$ cat config.mk
export PLATFORM = sky130hd
export DESIGN_NAME = fp_add_arbiter_flat
export DESIGN_NICKNAME = d
export VERILOG_FILES = /design/src/rtl/fp_add_arbiter_if.sv /design/src/rtl/fp_add_arbiter.sv /design/src/flat_wrapper.sv
export SDC_FILE = /design/constraint.sdc
export NUM_CORES = 1
export LEC_CHECK = 0
export BUFFER_PORTS_ARGS = -buffer_cell sky130_fd_sc_hd__buf_2
export CAP_MARGIN = 15
export CORE_AREA = 2 2 123 125
export CTS_CLUSTER_DIAMETER = 40
export CTS_CLUSTER_SIZE = 12
export DETAILED_ROUTE_END_ITERATION = 10
export DIE_AREA = 0 0 125 127
export PLACE_DENSITY_LB_ADDON = 0.12
export SLEW_MARGIN = 25
export SYNTH_ARGS = -nofsm -noshare
export SYNTH_HDL_FRONTEND = slang
export SYNTH_SLANG_ARGS = --single-unit
$ cat constraint.sdc
create_clock -name clk -period 5.9 [get_ports clk]
set_clock_uncertainty 0.2 [all_clocks]
set_input_delay 1.18 -clock clk [delete_from_list [all_inputs] [get_ports clk]]
set_output_delay 1.18 -clock clk [all_outputs]
set_load 0.05 [all_outputs]
$ cat src/rtl/fp_add_arbiter_if.sv
// Bus between the arbiter and the shared pipelined FP adder: issue strobe,
// operands and op select out; result, flags and done strobe back.
interface fp_add_arbiter_if #(
    parameter int WIDTH = 32
);
    logic             add_val;
    logic             add_subOp;
    logic [WIDTH-1:0] add_a;
    logic [WIDTH-1:0] add_b;
    logic [WIDTH-1:0] add_out;
    logic [4:0]       add_flags;
    logic             add_done;

    modport master (
        output add_val, add_subOp, add_a, add_b,
        input  add_out, add_flags, add_done
    );

    modport slave (
        input  add_val, add_subOp, add_a, add_b,
        output add_out, add_flags, add_done
    );
endinterface

$ cat src/rtl/fp_add_arbiter.sv
// Two-requester round-robin front end for a shared, fully pipelined FP adder;
// a tag pipe matched to the adder depth routes each result to its requester.
module fp_add_arbiter #(
    parameter int WIDTH   = 32,
    parameter int LATENCY = 4
) (
    input  logic                          clk,
    input  logic                          reset,
    input  logic                          req0_valid,
    input  logic [WIDTH-1:0]              req0_a,
    input  logic [WIDTH-1:0]              req0_b,
    input  logic                          req0_sub,
    output logic                          req0_ready,
    input  logic                          req1_valid,
    input  logic [WIDTH-1:0]              req1_a,
    input  logic [WIDTH-1:0]              req1_b,
    input  logic                          req1_sub,
    output logic                          req1_ready,
    output logic                          resp0_valid,
    output logic [WIDTH-1:0]              resp0_out,
    output logic [4:0]                    resp0_flags,
    output logic                          resp1_valid,
    output logic [WIDTH-1:0]              resp1_out,
    output logic [4:0]                    resp1_flags,
    fp_add_arbiter_if.master              adder,
    output logic [$clog2(LATENCY+2)-1:0]  inflight,
    output logic                          protocol_err
);
    localparam int CNT_W = $clog2(LATENCY + 2);

    logic             prio_q;
    logic             accept;
    logic             accept_id;
    logic             tag_v;
    logic             tag_id;
    logic             deliver;
    logic             mismatch;
    logic [LATENCY:0] tag_valid_q;
    logic [LATENCY:0] tag_id_q;

    // Grant: contention goes to prio, a lone requester always wins.
    always_comb begin
        req0_ready = !reset && req0_valid && (!req1_valid || !prio_q);
        req1_ready = !reset && req1_valid && (!req0_valid ||  prio_q);
    end

    assign accept    = req0_ready || req1_ready;
    assign accept_id = req1_ready;
    assign tag_v     = tag_valid_q[LATENCY];
    assign tag_id    = tag_id_q[LATENCY];

    always_comb begin
        deliver     = !reset && adder.add_done && tag_v;
        mismatch    = adder.add_done != tag_v;
        resp0_valid = deliver && !tag_id;
        resp1_valid = deliver &&  tag_id;
        resp0_out   = adder.add_out;
        resp1_out   = adder.add_out;
        resp0_flags = adder.add_flags;
        resp1_flags = adder.add_flags;
    end

    // NOTE: tag ids have no reset; the matching valid bit alone decides whether a slot is live.
    always_ff @(posedge clk) begin
        tag_id_q[0] <= accept_id;
        for (int i = 1; i <= LATENCY; i++) begin
            tag_id_q[i] <= tag_id_q[i-1];
        end
    end

    // NOTE: non-blocking assignments so every register samples pre-edge values.
    always_ff @(posedge clk) begin
        if (reset) begin
            prio_q          <= 1'b0;
            adder.add_val   <= 1'b0;
            adder.add_subOp <= 1'b0;
            adder.add_a     <= '0;
            adder.add_b     <= '0;
            tag_valid_q     <= '0;
            inflight        <= '0;
            protocol_err    <= 1'b0;
        end else begin
            adder.add_val <= accept;
            if (accept) begin
                adder.add_a     <= accept_id ? req1_a   : req0_a;
                adder.add_b     <= accept_id ? req1_b   : req0_b;
                adder.add_subOp <= accept_id ? req1_sub : req0_sub;
                prio_q          <= !accept_id;
            end

            tag_valid_q[0] <= accept;
            for (int i = 1; i <= LATENCY; i++) begin
                tag_valid_q[i] <= tag_valid_q[i-1];
            end

            if (accept && !deliver) begin
                inflight <= inflight + CNT_W'(1);
            end else if (!accept && deliver) begin
                inflight <= inflight - CNT_W'(1);
            end

            // Sticky until reset: a done without a tag, or a tag without a done.
            if (mismatch) begin
                protocol_err <= 1'b1;
            end
        end
    end
endmodule

$ cat src/flat_wrapper.sv
// flat-port wrapper written by rule: the top's interface ports become plain ports
module fp_add_arbiter_flat 
#(
    parameter int WIDTH   = 32,
    parameter int LATENCY = 4
)
  (clk, reset, req0_valid, req0_a, req0_b, req0_sub, req0_ready, req1_valid, req1_a, req1_b, req1_sub, req1_ready, resp0_valid, resp0_out, resp0_flags, resp1_valid, resp1_out, resp1_flags, inflight, protocol_err, adder_add_val, adder_add_subOp, adder_add_a, adder_add_b, adder_add_out, adder_add_flags, adder_add_done);
  fp_add_arbiter_if #(.WIDTH(WIDTH)) adder_i ();
  input  logic clk;
  input  logic reset;
  input  logic req0_valid;
  input  logic [WIDTH-1:0] req0_a;
  input  logic [WIDTH-1:0] req0_b;
  input  logic req0_sub;
  output logic req0_ready;
  input  logic req1_valid;
  input  logic [WIDTH-1:0] req1_a;
  input  logic [WIDTH-1:0] req1_b;
  input  logic req1_sub;
  output logic req1_ready;
  output logic resp0_valid;
  output logic [WIDTH-1:0] resp0_out;
  output logic [4:0] resp0_flags;
  output logic resp1_valid;
  output logic [WIDTH-1:0] resp1_out;
  output logic [4:0] resp1_flags;
  output logic [$clog2(LATENCY+2)-1:0] inflight;
  output logic protocol_err;
  output wire logic [$bits(adder_i.add_val)-1:0] adder_add_val;
  output wire logic [$bits(adder_i.add_subOp)-1:0] adder_add_subOp;
  output wire logic [$bits(adder_i.add_a)-1:0] adder_add_a;
  output wire logic [$bits(adder_i.add_b)-1:0] adder_add_b;
  input wire logic [$bits(adder_i.add_out)-1:0] adder_add_out;
  input wire logic [$bits(adder_i.add_flags)-1:0] adder_add_flags;
  input wire logic [$bits(adder_i.add_done)-1:0] adder_add_done;
  assign adder_add_val = adder_i.add_val;
  assign adder_add_subOp = adder_i.add_subOp;
  assign adder_add_a = adder_i.add_a;
  assign adder_add_b = adder_i.add_b;
  assign adder_i.add_out = adder_add_out;
  assign adder_i.add_flags = adder_add_flags;
  assign adder_i.add_done = adder_add_done;
  fp_add_arbiter #(.WIDTH(WIDTH), .LATENCY(LATENCY)) u_core (.clk(clk), .reset(reset), .req0_valid(req0_valid), .req0_a(req0_a), .req0_b(req0_b), .req0_sub(req0_sub), .req0_ready(req0_ready), .req1_valid(req1_valid), .req1_a(req1_a), .req1_b(req1_b), .req1_sub(req1_sub), .req1_ready(req1_ready), .resp0_valid(resp0_valid), .resp0_out(resp0_out), .resp0_flags(resp0_flags), .resp1_valid(resp1_valid), .resp1_out(resp1_out), .resp1_flags(resp1_flags), .adder(adder_i), .inflight(inflight), .protocol_err(protocol_err));
endmodule
## After elaboration in Yosys (flattened, before gate mapping)

Cells that the tools add are included.

- Logic and storage cells: 39
- Input port bits: 172
- Register bits after elaboration: 81

- Equal/unequal tests: 1
- Multiplexer cells: 5
- Reductions and logical operators: 22
- $add $sub $neg: 2

Operators by type and width:

| operator | count |
|---|---|
| $mux 32 | 2 |
| $logic_and 1x1->1 | 10 |
| $logic_not 1->1 | 8 |
| $mux 3 | 2 |
| $add 3x1->3 const B | 1 |
| $logic_or 1x1->1 | 3 |
| $sub 3x1->3 const B | 1 |
| $reduce_bool 2->1 | 1 |
| $mux 1 | 1 |
| $ne 1x1->1 | 1 |

## Depth between registers and ports, before layout

- Depth in word-level cells: 8
- Gate-level depth with buffers: 10
- Mapped depth without buffers: 8

## Worst setup path after synthesis

No wires, ideal clock.

- Path kind: input to output
- From: in req1_valid
- To: out req0_ready
- Buffers on the path: 2
- Stages on the path: 4
- Arrival: 2105 ps
- Setup slack: 2415 ps
- Cells stage by stage: buf_2 > clkbuf_1 > a21oi_1 > and2_1

- Cells in the longest elaborated chain, start to end: 3

RTL lines:

| item | line | source |
|---|---|---|
| start: declaration | flat_wrapper.sv:16 | `input logic req1_valid;` |
| $logic_not 1->1 | fp_add_arbiter.sv:43 | `req0_ready = !reset && req0_valid && (!req1_valid \|\| !prio_q);` |
| $logic_or 1x1->1 | fp_add_arbiter.sv:43 |  |
| $logic_and 1x1->1 | fp_add_arbiter.sv:43 |  |
| end: declaration | flat_wrapper.sv:15 | `output logic req0_ready;` |

Every way passes these cells.

## Worst setup path after layout

- From: in req1_valid
- To: out req1_ready

- Cells in the longest elaborated chain, start to end: 2

RTL lines:

| item | line | source |
|---|---|---|
| $logic_and 1x1->1 (2 in a row) | fp_add_arbiter.sv:44 | `req1_ready = !reset && req1_valid && (!req0_valid \|\| prio_q);` |
| end: declaration | flat_wrapper.sv:20 | `output logic req1_ready;` |

Every way passes these cells.

==> metrics.md <==
| Metric | Value |
|---|---|
| Register-to-register setup slack | approximately 3.8 ns |
| DIE HEIGHT | 127 um |
| RR Endpoint | u_core.adder.add_a[9] |
| Worst Reg-to-Reg Cells | 3 |
| PortBufs | around 210 |
| CTS Root Cell | clkbuf_16 |
| Total CTS buffers | 9 |
| Leakage power | 2.42 nW |
| Highest attainable clock frequency | 0.279 GHz |
| Sw Ratio | 0.332 |
| Max_cap viols | 0 |
| Internal Power | 995 uW |
| Final Max Slew Viols | 0 |
| CP required | 4.52 ns |
| Worst min path class | reg -> reg |
| Worst skew pair latency | 0.33 ns |
| GRT Total Usage | 0.153 |
| CTS tree | yes |
| Clock group share of total power | 0.359 |
| Final Critical Period | 3.58 ns |
| Slew @ Worst Pin | 0.777 ns |
| Syn-to-layout area delta | 20.6% |
| Worst-path clk slew | ~0.06 ns |
| Critical R2R Launch | u_core.prio_q |
| CTS sink count | 80 |
| Max clock buf depth | 2 |
| Inserted Diodes | 0 |
| Slew margin rel. | 0.482 |
| RSZ-0062 raised after global routing | false |
| Initial DRT Pass Iterations | 4 |
| Worst setup EP type | output pin |
| Vias in the first global route | 3573 |
| Synth top cells by count | 80 x dfxtp_1, 74 x buf_4, 67 x inv_1, 65 x a2111oi_0, 65 x a221o_1 |
| Leading post-synthesis cells by cell area | dfxtp_1 40%, a221o_1 16%, a2111oi_0 14%, buf_4 14%, inv_1 6.2% |
| Switching power total | ~490 uW |
| Fillcell total | about 1.5k |
| CP Max Fanout | 32 |
| Power per Cell Area | a little over 300 nW/um^2 |
| Seq cells post-synth | 80 |
| Vias per std cell | 5.08 |
| Final worst path period share | 0.607 |
| Rows | 44 |
| Htree depth | 3 |
| Area leader, netlist | dfxtp_1 |
| Async set or reset register ratio after synthesis | 0 |
| Combinational power share | 0.229 |
| Synth cell types | 23 |
| PostCTS Resize Cnt | 0 |
| Ys flop type | dfxtp_1 |
| Synth Cell Area | 4040 um^2 |
| Initial DRC Count | 212 |
| Final HPWL DP | 8430 um |
| CORE AREA | 14400 um^2 |
| Die Footprint | 15900 um^2 |
| Setup tns final | 0 ns |
| Sequential fraction of the synthesis area | 0.397 |
| Cells after synthesis | 424 |
| Reg power frac | 0.411 |
| Mapped Nets | approximately 600 |
| Largest net degree at the start of global routing | 67 |
| # hold bufs at CTS | 0 |
| Worst vdd ir | 118 uV |
| Layout cell share with drive strength beyond 1 | 0.436 |
| Chip Width | 125 um |
| Crit path DAT | 2.20 ns |
| Startpoint Class | primary input |
| First-pass GRT wire length | 19200 um |
| Most common cell in the netlist | dfxtp_1 |
| Via Count | 3664 |
| YS warnings | 0 |
| Initial core utilization | 0.280 |
| Post-CTS setup buffer count | 0 |
| Final setup viols | 0 |
| I/O pins | 320 |
| Post-synth EDFFs | 0 |
| Final #Nets | ~700 |
| Syn avg cell area | around 9.5 um^2 |
| Detailed Route WL | 12600 um |
| Antenna Nets Post-Route | 0 |
| Overall power | between 1 and 1.5 mW |
| Initial antenna violation count | 0 |
| Final hold viol count | 0 |
| CP Class | in -> out |
| Congestion Overflow GR | 0 |
| CP Launch Point | req1_valid |
| Routed len/inst | 17.5 um |
| Residual DRC | 0 |
| Critical Path Sink | req1_ready |
| RePlAce Congestion | 0.746 |
| Yosys top cell area share | 0.397 |
| Outcome | completed |
-- cell families (layout without fill, tap and decap cells) --
group | Yosys count | after routing | share of synthesized area
muxes | 1 | 1 | 0.00248
and+or+nand+nor | 17 | 17 | 0.0201
xor gates and xnor gates | 3 | 3 | 0.00651
buffers and inverters | 186 | 299 | 0.256
DFF | 80 | 80 | 0.397
AOI/OAI and AO/OA | 135 | 135 | 0.310
adders and majority gates | 2 | 2 | 0.00806
-- state kept, by name, summed over array words and instances, names as in the netlist --
name and count:
u_core.adder.add_a 32, u_core.adder.add_b 32, u_core.tag_id_q 5, u_core.tag_valid_q 5, u_core.inflight 3, u_core.adder.add_subOp 1
u_core.prio_q 1, u_core.protocol_err 1
-- stage by stage --
step / std cells / cell area (um^2) / util / setup slack, ns / hold WS (ns)
final: 721 / 4870 / 0.338 / 2.32 / 0.121
after global routing: 721 / 4870 / 0.338 / 2.16 / 0.124
after CTS: 721 / 4870 / 0.338 / 2.31 / 0.121
after detailed placement: 705 / 4590 / 0.318 / 2.06 / 0.112
after global placement: 705 / 4590 / 0.318 / 2.08 / 0.111
after floorplan: 424 / 4040 / - / 2.42 / 0.110
-- worst min path at each step --
| stage | end | slack [ns] | from | cells after the start |
|---|---|---|---|---|
| floorplan | u_core.tag_id_q[1] | 0.11 | u_core.tag_id_q[0] | 0 |
| global placement | u_core.tag_id_q[1] | 0.11 | u_core.tag_id_q[0] | 0 |
| detailed placement | u_core.tag_id_q[3] | 0.11 | u_core.tag_id_q[2] | 0 |
| CTS | u_core.tag_id_q[2] | 0.12 | u_core.tag_id_q[1] | 0 |
| global route | u_core.tag_id_q[2] | 0.12 | u_core.tag_id_q[1] | 0 |
| finish | u_core.tag_id_q[2] | 0.12 | u_core.tag_id_q[1] | 0 |
-- metal layers --
layer  wire length [um]  track usage  vias up
met5                  0            0        -
met4                169       0.0425        0
met3               1050       0.0599       18
met2               6040        0.254      186
met1               5380        0.186     1731
li1                   -            -     1729
-- layout make-up --
cell class | instances | area [um^2] | share of cell area
Inverter | 69 | 259 | 0.0532
Sequential cell | 80 | 1600 | 0.329
Clock buffer | 12 | 256 | 0.0527
Multi-Input combinational cell | 158 | 1410 | 0.289
Timing Repair Buffer | 214 | 1090 | 0.223
Tap cell | 184 | 230 | 0.0473
Clock inverter | 4 | 26.3 | 0.00540
-- placed cells by master (no fill, tap or decap), drive strengths merged --
cell | Yosys | layout
or3 | 1 | 1
inv | 69 | 70
buf | 90 | 214
and2 | 1 | 1
o21ai | 1 | 1
ha | 1 | 1
a221o | 65 | 65
nor2b | 4 | 4
o21a | 1 | 1
clkinvlp | 0 | 1
nand3 | 1 | 1
xor2 | 3 | 3
clkinv | 0 | 2
nor2 | 9 | 9
a2111oi | 65 | 65
fa | 1 | 1
clkbuf | 27 | 12
nor3 | 1 | 1
dfxtp | 80 | 80
a21oi | 2 | 2
mux2i | 1 | 1
o211a | 1 | 1
-- power groups by stage --
stage                     combinational, mW  clock [mW]  sequential, mW
after global routing                  0.363       0.571           0.619
after floorplan                       0.234           0           0.757
after CTS                             0.345       0.552           0.613
after detailed placement              0.345           0           0.624
final                                 0.342       0.535           0.613
after global placement                0.344           0           0.624
-- worst max-delay path, stage by stage --
cell and delay (ns):
buf_2 0.44, o211a_2 0.31, buf_2 0.26
No activity file was read; power rests on OpenSTA's default activity.
